--- src/rtl/id_ex_skid_stage.sv ---
// -----------------------------------------------------------------------------
// id_ex_skid_stage
//
// Decode-to-execute pipeline stage with a valid/ready handshake on both sides,
// a synchronous flush and a two-entry skid buffer (main + skid). The main
// entry drives the execute-side outputs; the skid entry absorbs the one beat
// that decode may push in the cycle before in_ready drops, so in_ready can be
// a pure register output and the execute stall never reaches decode
// combinationally.
//
// Optional feature macro: IDEX_PERF_CNT_EN
//   When defined, adds saturating 32-bit counters stall_cnt and flush_cnt.
//   When undefined, those ports and counters do not exist.
//
// Parameters:
//   XLEN    - width of PC+4, immediate and each source operand
//   CTRL_W  - width of the packed control bundle
//   NUM_SRC - number of source operands carried
//
// Ports:
//   clk           in   clock, rising edge
//   rst           in   asynchronous active-low reset
//   flush         in   kill all held and incoming beats this cycle
//   in_valid      in   decode presents a beat
//   in_ready      out  stage can accept a beat (registered)
//   in_pc_plus_4  in   PC+4 of the decoded instruction
//   in_ctrl       in   packed control bundle
//   in_imm        in   immediate
//   in_src        in   source operands, operand 0 in the LSBs
//   out_valid     out  execute-side beat valid
//   out_ready     in   execute consumes the beat
//   out_pc_plus_4 out  held PC+4
//   out_ctrl      out  held control, forced to 0 while out_valid is 0
//   out_imm       out  held immediate
//   out_src       out  held operands
//   stall_cnt     out  (IDEX_PERF_CNT_EN) cycles with out_valid & ~out_ready
//   flush_cnt     out  (IDEX_PERF_CNT_EN) flushes that hit a non-empty stage
// -----------------------------------------------------------------------------
module id_ex_skid_stage #(
    parameter int XLEN    = 32,
    parameter int CTRL_W  = 24,
    parameter int NUM_SRC = 2
) (
    input  logic                    clk,
    input  logic                    rst,
    input  logic                    flush,
    input  logic                    in_valid,
    output logic                    in_ready,
    input  logic [XLEN-1:0]         in_pc_plus_4,
    input  logic [CTRL_W-1:0]       in_ctrl,
    input  logic [XLEN-1:0]         in_imm,
    input  logic [NUM_SRC*XLEN-1:0] in_src,
    output logic                    out_valid,
    input  logic                    out_ready,
    output logic [XLEN-1:0]         out_pc_plus_4,
    output logic [CTRL_W-1:0]       out_ctrl,
    output logic [XLEN-1:0]         out_imm,
    output logic [NUM_SRC*XLEN-1:0] out_src
`ifdef IDEX_PERF_CNT_EN
    ,
    output logic [31:0]             stall_cnt,
    output logic [31:0]             flush_cnt
`endif
);

    localparam int SRC_W = NUM_SRC * XLEN;
    localparam int PAY_W = XLEN + CTRL_W + XLEN + SRC_W;

    // Payload packing: {pc_plus_4, ctrl, imm, src}
    logic [PAY_W-1:0] w_in_pay;
    logic [PAY_W-1:0] r_main_pay;
    logic [PAY_W-1:0] r_skid_pay;
    logic             r_main_valid;
    logic             r_skid_valid;

    logic w_accept;
    logic w_consume;
    logic w_main_valid_nxt;
    logic w_skid_valid_nxt;
    logic w_main_load_in;
    logic w_main_load_skid;
    logic w_skid_load;

    assign w_in_pay = {in_pc_plus_4, in_ctrl, in_imm, in_src};

    // in_ready comes straight from the skid valid flop: no input reaches it
    // in the same cycle.
    assign in_ready  = ~r_skid_valid;
    assign out_valid = r_main_valid;

    assign w_accept  = in_valid & ~r_skid_valid;
    assign w_consume = r_main_valid & out_ready;

    // Placement/advance decisions. The skid entry can only be valid while the
    // main entry is valid, so an empty main implies an empty skid.
    always_comb begin
        w_main_valid_nxt = r_main_valid;
        w_skid_valid_nxt = r_skid_valid;
        w_main_load_in   = 1'b0;
        w_main_load_skid = 1'b0;
        w_skid_load      = 1'b0;
        if (flush) begin
            // Flush wins over accept and consume; the offered beat is dropped.
            w_main_valid_nxt = 1'b0;
            w_skid_valid_nxt = 1'b0;
        end else if (!r_main_valid) begin
            w_main_valid_nxt = w_accept;
            w_main_load_in   = w_accept;
        end else if (w_consume) begin
            if (r_skid_valid) begin
                // Skid advances into main; an accept cannot happen here
                // because in_ready is low while skid is valid.
                w_main_load_skid = 1'b1;
                w_skid_valid_nxt = w_accept;
                w_skid_load      = w_accept;
            end else begin
                w_main_valid_nxt = w_accept;
                w_main_load_in   = w_accept;
            end
        end else if (w_accept) begin
            // Main is held: the beat parks in skid and in_ready drops next cycle.
            w_skid_valid_nxt = 1'b1;
            w_skid_load      = 1'b1;
        end
    end

    always_ff @(posedge clk or negedge rst) begin
        if (!rst) begin
            r_main_valid <= 1'b0;
            r_skid_valid <= 1'b0;
            r_main_pay   <= '0;
            r_skid_pay   <= '0;
        end else begin
            r_main_valid <= w_main_valid_nxt;
            r_skid_valid <= w_skid_valid_nxt;
            if (w_main_load_in) begin
                r_main_pay <= w_in_pay;
            end else if (w_main_load_skid) begin
                r_main_pay <= r_skid_pay;
            end
            if (w_skid_load) begin
                r_skid_pay <= w_in_pay;
            end
        end
    end

    logic [CTRL_W-1:0] w_main_ctrl;

    assign out_pc_plus_4 = r_main_pay[PAY_W-1 -: XLEN];
    assign w_main_ctrl   = r_main_pay[XLEN+SRC_W +: CTRL_W];
    assign out_imm       = r_main_pay[SRC_W +: XLEN];
    assign out_src       = r_main_pay[SRC_W-1:0];

    // Bubbles must look like NOPs downstream, so control is masked.
    assign out_ctrl = r_main_valid ? w_main_ctrl : '0;

`ifdef IDEX_PERF_CNT_EN
    logic [31:0] r_stall_cnt;
    logic [31:0] r_flush_cnt;

    always_ff @(posedge clk or negedge rst) begin
        if (!rst) begin
            r_stall_cnt <= '0;
            r_flush_cnt <= '0;
        end else begin
            if (r_main_valid && !out_ready && (r_stall_cnt != 32'hFFFF_FFFF)) begin
                r_stall_cnt <= r_stall_cnt + 32'd1;
            end
            if (flush && (r_main_valid || r_skid_valid) &&
                (r_flush_cnt != 32'hFFFF_FFFF)) begin
                r_flush_cnt <= r_flush_cnt + 32'd1;
            end
        end
    end

    assign stall_cnt = r_stall_cnt;
    assign flush_cnt = r_flush_cnt;
`endif

endmodule

--- config.mk ---
export PLATFORM = sky130hd
export DESIGN_NAME = id_ex_skid_stage
export DESIGN_NICKNAME = d
export VERILOG_FILES = /design/src/rtl/id_ex_skid_stage.sv
export SDC_FILE = /design/constraint.sdc
export NUM_CORES = 1
export LEC_CHECK = 0
export BUFFER_PORTS_ARGS = -buffer_cell sky130_fd_sc_hd__buf_4
export CAP_MARGIN = 20
export CORE_UTILIZATION = 45
export CTS_CLUSTER_SIZE = 8
export DETAILED_ROUTE_END_ITERATION = 12
export PLACE_DENSITY = 0.75
export SLEW_MARGIN = 20
export SYNTH_ARGS = -nofsm -noshare
export SYNTH_HDL_FRONTEND = slang
export SYNTH_SLANG_ARGS = --single-unit
--- constraint.sdc ---
create_clock -name clk -period 2.3 [get_ports clk]
set_input_delay 0.46 -clock clk [delete_from_list [all_inputs] [get_ports clk]]
set_output_delay 0.46 -clock clk [all_outputs]
set_load 0.005 [all_outputs]
After elaboration in Yosys (flattened, before gate mapping)
Cells that the tools add are included.

word-level totals
  output and inout bits = 154
  register bits = 306
  input bits = 157

operators by class
  bitwise gates (word level) = 3
  mux-type cells = 24
  reductions and logical operators = 4

operators by type and width
  kind                 number
  152-bit two-way mux  2
  24-bit two-way mux   1
  1-bit two-way mux    21
  2-bit nonzero test   2
  3-bit nonzero test   1
  1-bit AND            2
  2-bit AND reduction  1
  1-bit NOT            1

Logic depth before layout (Yosys ltp)
Gate-level depths: netlist of run 1.

  word-level depth = 7
  mapped depth = 6

Worst setup path before layout of run 1
No wires, ideal clock.

  path kind = input to register
  start = in flush
  end = reg r_main_pay[100]
  stages on the path = 6
  arrival = 1.581 ns
  path slack = 0.594 ns
  cells stage by stage = nand4b_1 > buf_2 > buf_6 > buf_6 > mux2_4 > mux2_2

on the way
  cells in the longest elaborated chain, start to end = 2

RTL lines
  what                                                       line  RTL
  start, declared                                            46    input logic flush,
  1-bit two-way mux                                          102   if (flush) begin
  152-bit two-way mux or 2-bit nonzero test (tied branches)  n/a
  end signal, assigned                                       137   r_main_pay <= w_in_pay;
  end signal, assigned                                       139   r_main_pay <= r_skid_pay;
  end, declared                                              71    logic [PAY_W-1:0] r_main_pay;

Parallel ways exist; a longest one is shown, timed or not.
A chain may end at the register's enable or synchronous reset.

Worst setup path in the final report of run 1
  start = reg r_skid_valid
  end = reg r_skid_pay[53]

on the way
  cells in the longest elaborated chain, start to end = 6

RTL lines
  what                                  line      RTL
  start, declared                       74        logic r_skid_valid;
  start signal, assigned                135       r_skid_valid <= w_skid_valid_nxt;
  1-bit NOT                             91        assign w_accept = in_valid & ~r_skid_valid;
  1-bit AND                             91
  1-bit two-way mux (on tied branches)  120, 110
  1-bit two-way mux *                   109       end else if (w_consume) begin
  1-bit two-way mux *                   106       end else if (!r_main_valid) begin
  1-bit two-way mux *                   102
  end signal, assigned                  142       r_skid_pay <= w_in_pay;
  end, declared                         72        logic [PAY_W-1:0] r_skid_pay;

Every way passes the cells marked *; elsewhere a longest branch is shown, timed or not.

==> metrics.txt, run 1 <==
max-slew violations=0; FF-to-FF Start=r_skid_valid; register area share after synthesis=52.5%; P_sw=3.82 mW; Multi-input gate area=0.00567 sq mm; vias=7999; clock skew=0.0109 ns; Synth top area share=52.5%; Remaining Overflow, GRT=0; CP arrival=2.32 ns; largest area contributor in the netlist=dfrtp_1; Layout area overhead=22.6%; H-tree Lvls=2; Post-synth top cells=mux2_2 (376), dfrtp_1 (306), buf_4 (128), mux2_4 (80), buf_2 (39); Final Util=56.4%; fmax=517 MHz; pin count of the biggest net entering global routing=82; number of synthesized register bits=306; I/O Buffers=310; Non-Filler Instances=1599; Worst-Margin Slew=0.646 ns; drt drc=0; min Tclk post-route=1.93 ns; Rel. slew slack=56.9%; Sw Share=23.2%; grt met1 use=22.0%; gr usage total=18.1%; TritonCTS buffer count=44; asr flop ratio synth=100%; crit start category=flop; ANT cells=0; Syn Inst Count=978; crit path capture type=flop; Die ar.=0.0331 sq mm; Worst VDD drop=0.000628 V; Ports=311; vias in the first global route=8895; wire length per cell=18.4 um; outcome=completed; R2R Setup Slk=0.37 ns; clock sink total=306; M2 GR Usage=30.1%; synth top area cells=dfrtp_1 (53%), mux2_2 (29%), mux2_4 (8.2%), buf_4 (6.6%), buf_2 (1.3%); Critical Path RT=2.68 ns; worst hold path type=input port to flop; Cell Int Power=12.6 mW; Root Driver=clkbuf_16; Gate power share=21.3%; initial antenna violation count=0; Max-Cap Viols=0; row count=65; endpoints failing hold=0; Warnings, synthesis=0; critical hold path startpoint=flush; R2R cell count=4; 1st-pass router iterations=6; Mapped Nets=1135; Pwr per Cell Area=919 mW/mm^2; Antenna Nets Post-Route=0; final wirelength=29500 um; Top FF cell, synth=dfrtp_1; share of layout cells above drive strength 1=71.4%; worst skew pair latency=0.51 ns; Final Cycle Share=84.1%; static leakage=8.60 nW; fin worst setup slack=0.366 ns; count leader, synth=mux2_2; CP Class=flop to flop; final setup violation count=0; DRT iter0 DRCs=251; Initial Utilization=46.0%; Hold Crit Depth=2; Mapped Area=0.0146 sq mm; Die W=182 um; Longest Clk Path Bufs=3; Clk pwr share=33.8%; DIE HEIGHT=182 um; TritonCTS clock tree=built; Via density=5.00; total power=16.4 mW; GR Layer Usage met3=6.64%; first-pass GRT wire length=47700 um; DP Cell Count=1549; grt peak-use layer=met2; FILL cells=2592; Worst Path Max Fanout=23; Core Area=0.0317 sq mm; Clock transition at path regs=0.05 ns; average size of a mapped cell=14.9 sq um; Reg area=0.00766 sq mm; number of flops mapped to enable cells by yosys=0; RSZ-0062 raised after global routing=no; TNS Setup=0 ns; Flop pwr share=44.8%; HPWL after detailed placement=20300 um; Endpoint, Worst Hold=r_skid_valid; post-placement setup slack=0.173 ns; Netlist cell types=17; FF-to-FF End=r_skid_pay[53]; GP Congestion=0.751; Final #Nets=1351
worst max-delay path by stage:
stage | startpoint | endpoint | slack, ns | cells after the start
6_report | r_skid_valid | r_skid_pay[53] | 0.37 | 4
3_5_place_dp | flush | r_skid_pay[14] | 0.17 | 5
2_1_floorplan | flush | r_main_pay[100] | 0.59 | 6
5_1_grt | r_skid_valid | r_skid_pay[20] | 0.25 | 4
3_3_place_gp | flush | r_skid_pay[26] | 0.19 | 5
4_1_cts | r_skid_valid | r_skid_pay[20] | 0.34 | 4
repair_timing:
| item | in CTS | in global routing |
|---|---|---|
| endpoints found under the hold margin | 64 | 0 |
| gates resized for setup | 0 | 0 |
| hold buffers | 1 | 0 |
| buffers inserted | 0 | 0 |
logic make-up after synthesis:
group                  share of synthesized area (%)
multiplexers                                    37.3
AND/OR/NAND/NOR                                 1.24
AO/OA/AOI/OAI                                  0.189
flip-flops                                      52.5
buffers and inverters                           8.80
area by class of cell:
cell class	instances	area share, %
Clock buffer	49	6.49
Inverter	3	0.0630
Multi-Input combinational cell	489	31.7
Sequential cell	306	42.8
Tap cell	402	2.81
Timing Repair Buffer	350	16.1
sequential cells by signal, summed over array words and instances (netlist names):
register	count
r_skid_valid	1
r_skid_pay	152
r_main_pay	152
out_valid	1
power groups by stage:
stage	Sequential, mW	Clock [mW]	Combinational [mW]
floorplan	7.23	0	2.73
global placement	7.38	0	3.43
detailed placement	7.45	0	3.55
CTS	7.38	5.75	3.57
global route	7.53	5.97	3.82
finish	7.37	5.56	3.50
critical path: stages (launching register included):
cell and delay (ns):
dfrtp_1 0.42, nor3b_2 0.36, nand3_4 0.40, buf_12 0.31
mux2_2 0.29
per-layer routing:
metal / share of wire (%) / vias to the layer above / routed length, um
li1: - / 3716 / -
met1: 41 / 3999 / 12100
met2: 48 / 231 / 14300
met3: 8.4 / 53 / 2470
met4: 2.4 / 0 / 700
met5: 0 / - / 0
layout by cell type, fill, tap and decap left out:
cell | synthesis | layout
buf_12 | 0 | 20
a211oi_1 | 1 | 1
buf_4 | 128 | 328
buf_8 | 0 | 1
nand3_4 | 0 | 1
clkbuf_1 | 4 | 2
nor3b_2 | 1 | 1
dlygate4sd3_1 | 0 | 1
dfrtp_1 | 306 | 306
clkbuf_16 | 0 | 45
clkbuf_8 | 0 | 2
mux2_2 | 376 | 376
a21oi_1 | 2 | 2
mux2_4 | 80 | 80
o21ai_4 | 0 | 1
inv_1 | 3 | 3
and2_1 | 24 | 24
o21ai_0 | 1 | 1
nand2_1 | 1 | 1
nand4b_1 | 1 | 1
stage by stage:
stage / area, sq um / hold WS [ns]
after CTS: 17900 / 0.116
after floorplan: 14600 / 0.164
after global routing: 17900 / 0.128
final: 17900 / 0.145
after detailed placement: 16700 / 0.490
after global placement: 16700 / 0.484
(Power assumes the default switching activity.)
==> inputs of run 2 (changes only) <==
==> constraint.sdc (replaced) <==
create_clock -name clk -period 1.9 [get_ports clk]
set_input_delay 0.38 -clock clk [delete_from_list [all_inputs] [get_ports clk]]
set_output_delay 0.38 -clock clk [all_outputs]
set_load 0.005 [all_outputs]
==> run 2 against run 1 <==
Register-to-register slack worse by 0.26 ns. Global-route usage down 0.20 points. Cell area down 0.57%. Die area unchanged. Sequential share of layout area up 0.25 points. Via count up 0.40%. Setup slack worse by 0.26 ns. Cell count down 0.25%. Worst hold slack worse by 0.076 ns. Critical path type unchanged.
==> metrics.txt, run 2 (synthesis gave the netlist of run 1 again) <==
pin count of the biggest net entering global routing=69 (-16%); GP Congestion=0.739 (-1.6%); clock sink total=306 (unchanged); Hold Crit Depth=2 (unchanged); Remaining Overflow, GRT=0 (unchanged); hold buffers post-CTS=1 (unchanged); endpoints failing hold=0 (unchanged); RSZ-0062 raised after global routing=no; Post-CTS Setup Inserts=0 (unchanged); vias in the first global route=8850 (-0.51%); grt met1 use=21.6% (-0.33 points); Rel. slew slack=70.5% (+14 points); share of layout cells above drive strength 1=71.5% (+0.072 points); final setup violation count=0 (unchanged); post-placement setup slack=0.0345 ns (-0.138 ns); Final #Nets=1349 (-0.15%); first-pass GRT wire length=47300 um (-0.71%); Die W=182 um (unchanged); Pwr per Cell Area=1110 mW/mm^2 (+21%); vias=8031 (+0.40%); Root Driver=clkbuf_16; Die ar.=0.0331 sq mm (unchanged); Longest Clk Path Bufs=3 (unchanged); DRT iter0 DRCs=211 (-16%); R2R cell count=5 (+1); initial antenna violation count=0 (unchanged); Max-Cap Viols=0 (unchanged); TritonCTS buffer count=44 (unchanged); min Tclk post-route=1.79 ns (-0.140 ns); total power=19.8 mW (+21%); outcome=completed; wire length per cell=18.4 um (-0.34%); Worst Path Max Fanout=64 (+180%); Final Util=56.1% (-0.32 points); Final Cycle Share=94.4% (+10 points); I/O Buffers=310 (unchanged); Ports=311 (unchanged); clock skew=0.0140 ns (+0.00314 ns); H-tree Lvls=2 (unchanged); CP Class=flop to flop; DIE HEIGHT=182 um (unchanged); Critical Path RT=2.28 ns (-0.40 ns); worst skew pair latency=0.51 ns (about the same); M2 GR Usage=29.9% (-0.25 points); fin worst setup slack=0.106 ns (-0.260 ns); CP arrival=2.18 ns (-0.14 ns); Layout area overhead=21.9%; Worst VDD drop=0.000748 V (+19%); Via density=5.04 (+0.65%); Initial Utilization=46.0% (unchanged); TritonCTS clock tree=built; static leakage=8.55 nW (-0.52%); most frequent cells in the layout=mux2_2 (376), buf_4 (331), dfrtp_1 (306); CTS resizes=0 (unchanged); worst hold path type=input port to flop; Clock transition at path regs=0.05 ns (about the same); fmax=557 MHz (+7.8%); grt peak-use layer=met2; GR Layer Usage met3=6.56% (-0.080 points); crit path capture type=flop; max-slew violations=0 (unchanged); final wirelength=29300 um (-0.59%); crit start category=flop; most common cell after layout, fill and taps aside=mux2_2; biggest registers after layout=r_main_pay (152), r_skid_pay (152); ANT cells=0 (unchanged); drt drc=0 (unchanged); TNS Setup=0 ns (unchanged); Worst-Margin Slew=0.443 ns (-0.203 ns); Antenna Nets Post-Route=0 (unchanged); HPWL after detailed placement=20100 um (-1.2%); Core Area=0.0317 sq mm (unchanged); row count=65 (unchanged); 1st-pass router iterations=4 (-2); gr usage total=17.9% (-0.20 points)
run 2: cell types whose count changed in the layout (fill, tap and decap cells not counted), sizes merged:
cell and change:
buf -2, clkbuf -4, clkinv +2
run 2: worst max-delay path, cell delays in order (launching register included):
cell     delay (ns)
dfrtp_1        0.36
buf_4          0.19
inv_1          0.09
o21ai_4        0.21
buf_12         0.34
mux2_2         0.39
run 2: area by class of cell:
cell class	instances	area, sq um
clock inverters	2	10.0
flip-flops and latches	306	7660
fillers	2569	13900
clock buffers	45	1130
inverters	3	11.3
multi-input cells	489	5670
well taps	402	503
repair buffers	348	2810
run 2: per-stage QoR:
| stage | area [sq um] | hold slack [ns] | instances |
|---|---|---|---|
| CTS | 17800 | 0.0416 | 1595 |
| global placement | 16600 | 0.327 | 1547 |
| floorplan | 14600 | 0.0844 | 978 |
| global route | 17800 | 0.0529 | 1595 |
| finish | 17800 | 0.0692 | 1595 |
| detailed placement | 16600 | 0.328 | 1547 |
run 2: report_power, final:
part           total [mW]  switching [mW]  internal [mW]  leakage [nW]
registers            8.93           0.800           8.13          3.68
clock network        6.65            2.53           4.12         0.562
logic                4.23            1.30           2.93          4.31
run 2: routing by layer:
metal | up-vias | part of all wire, %
li1 | 3713 | -
met1 | 4028 | 41
met2 | 229 | 49
met3 | 61 | 8.7
met4 | 0 | 2.1
met5 | - | 0
run 2: path summary, 6_finish.rpt:
path | slack [ns] | from | endpoint
max | 0.11 | out_valid | r_main_pay[59]
max in group asynchronous | 0.85 | rst | r_main_pay[73]
max reg2reg | 0.11 | out_valid | r_main_pay[59]
min | 0.07 | flush | out_valid
min reg2reg | 0.50 | r_skid_pay[124] | r_skid_pay[124]
min in group asynchronous | 0.37 | rst | r_main_pay[19]
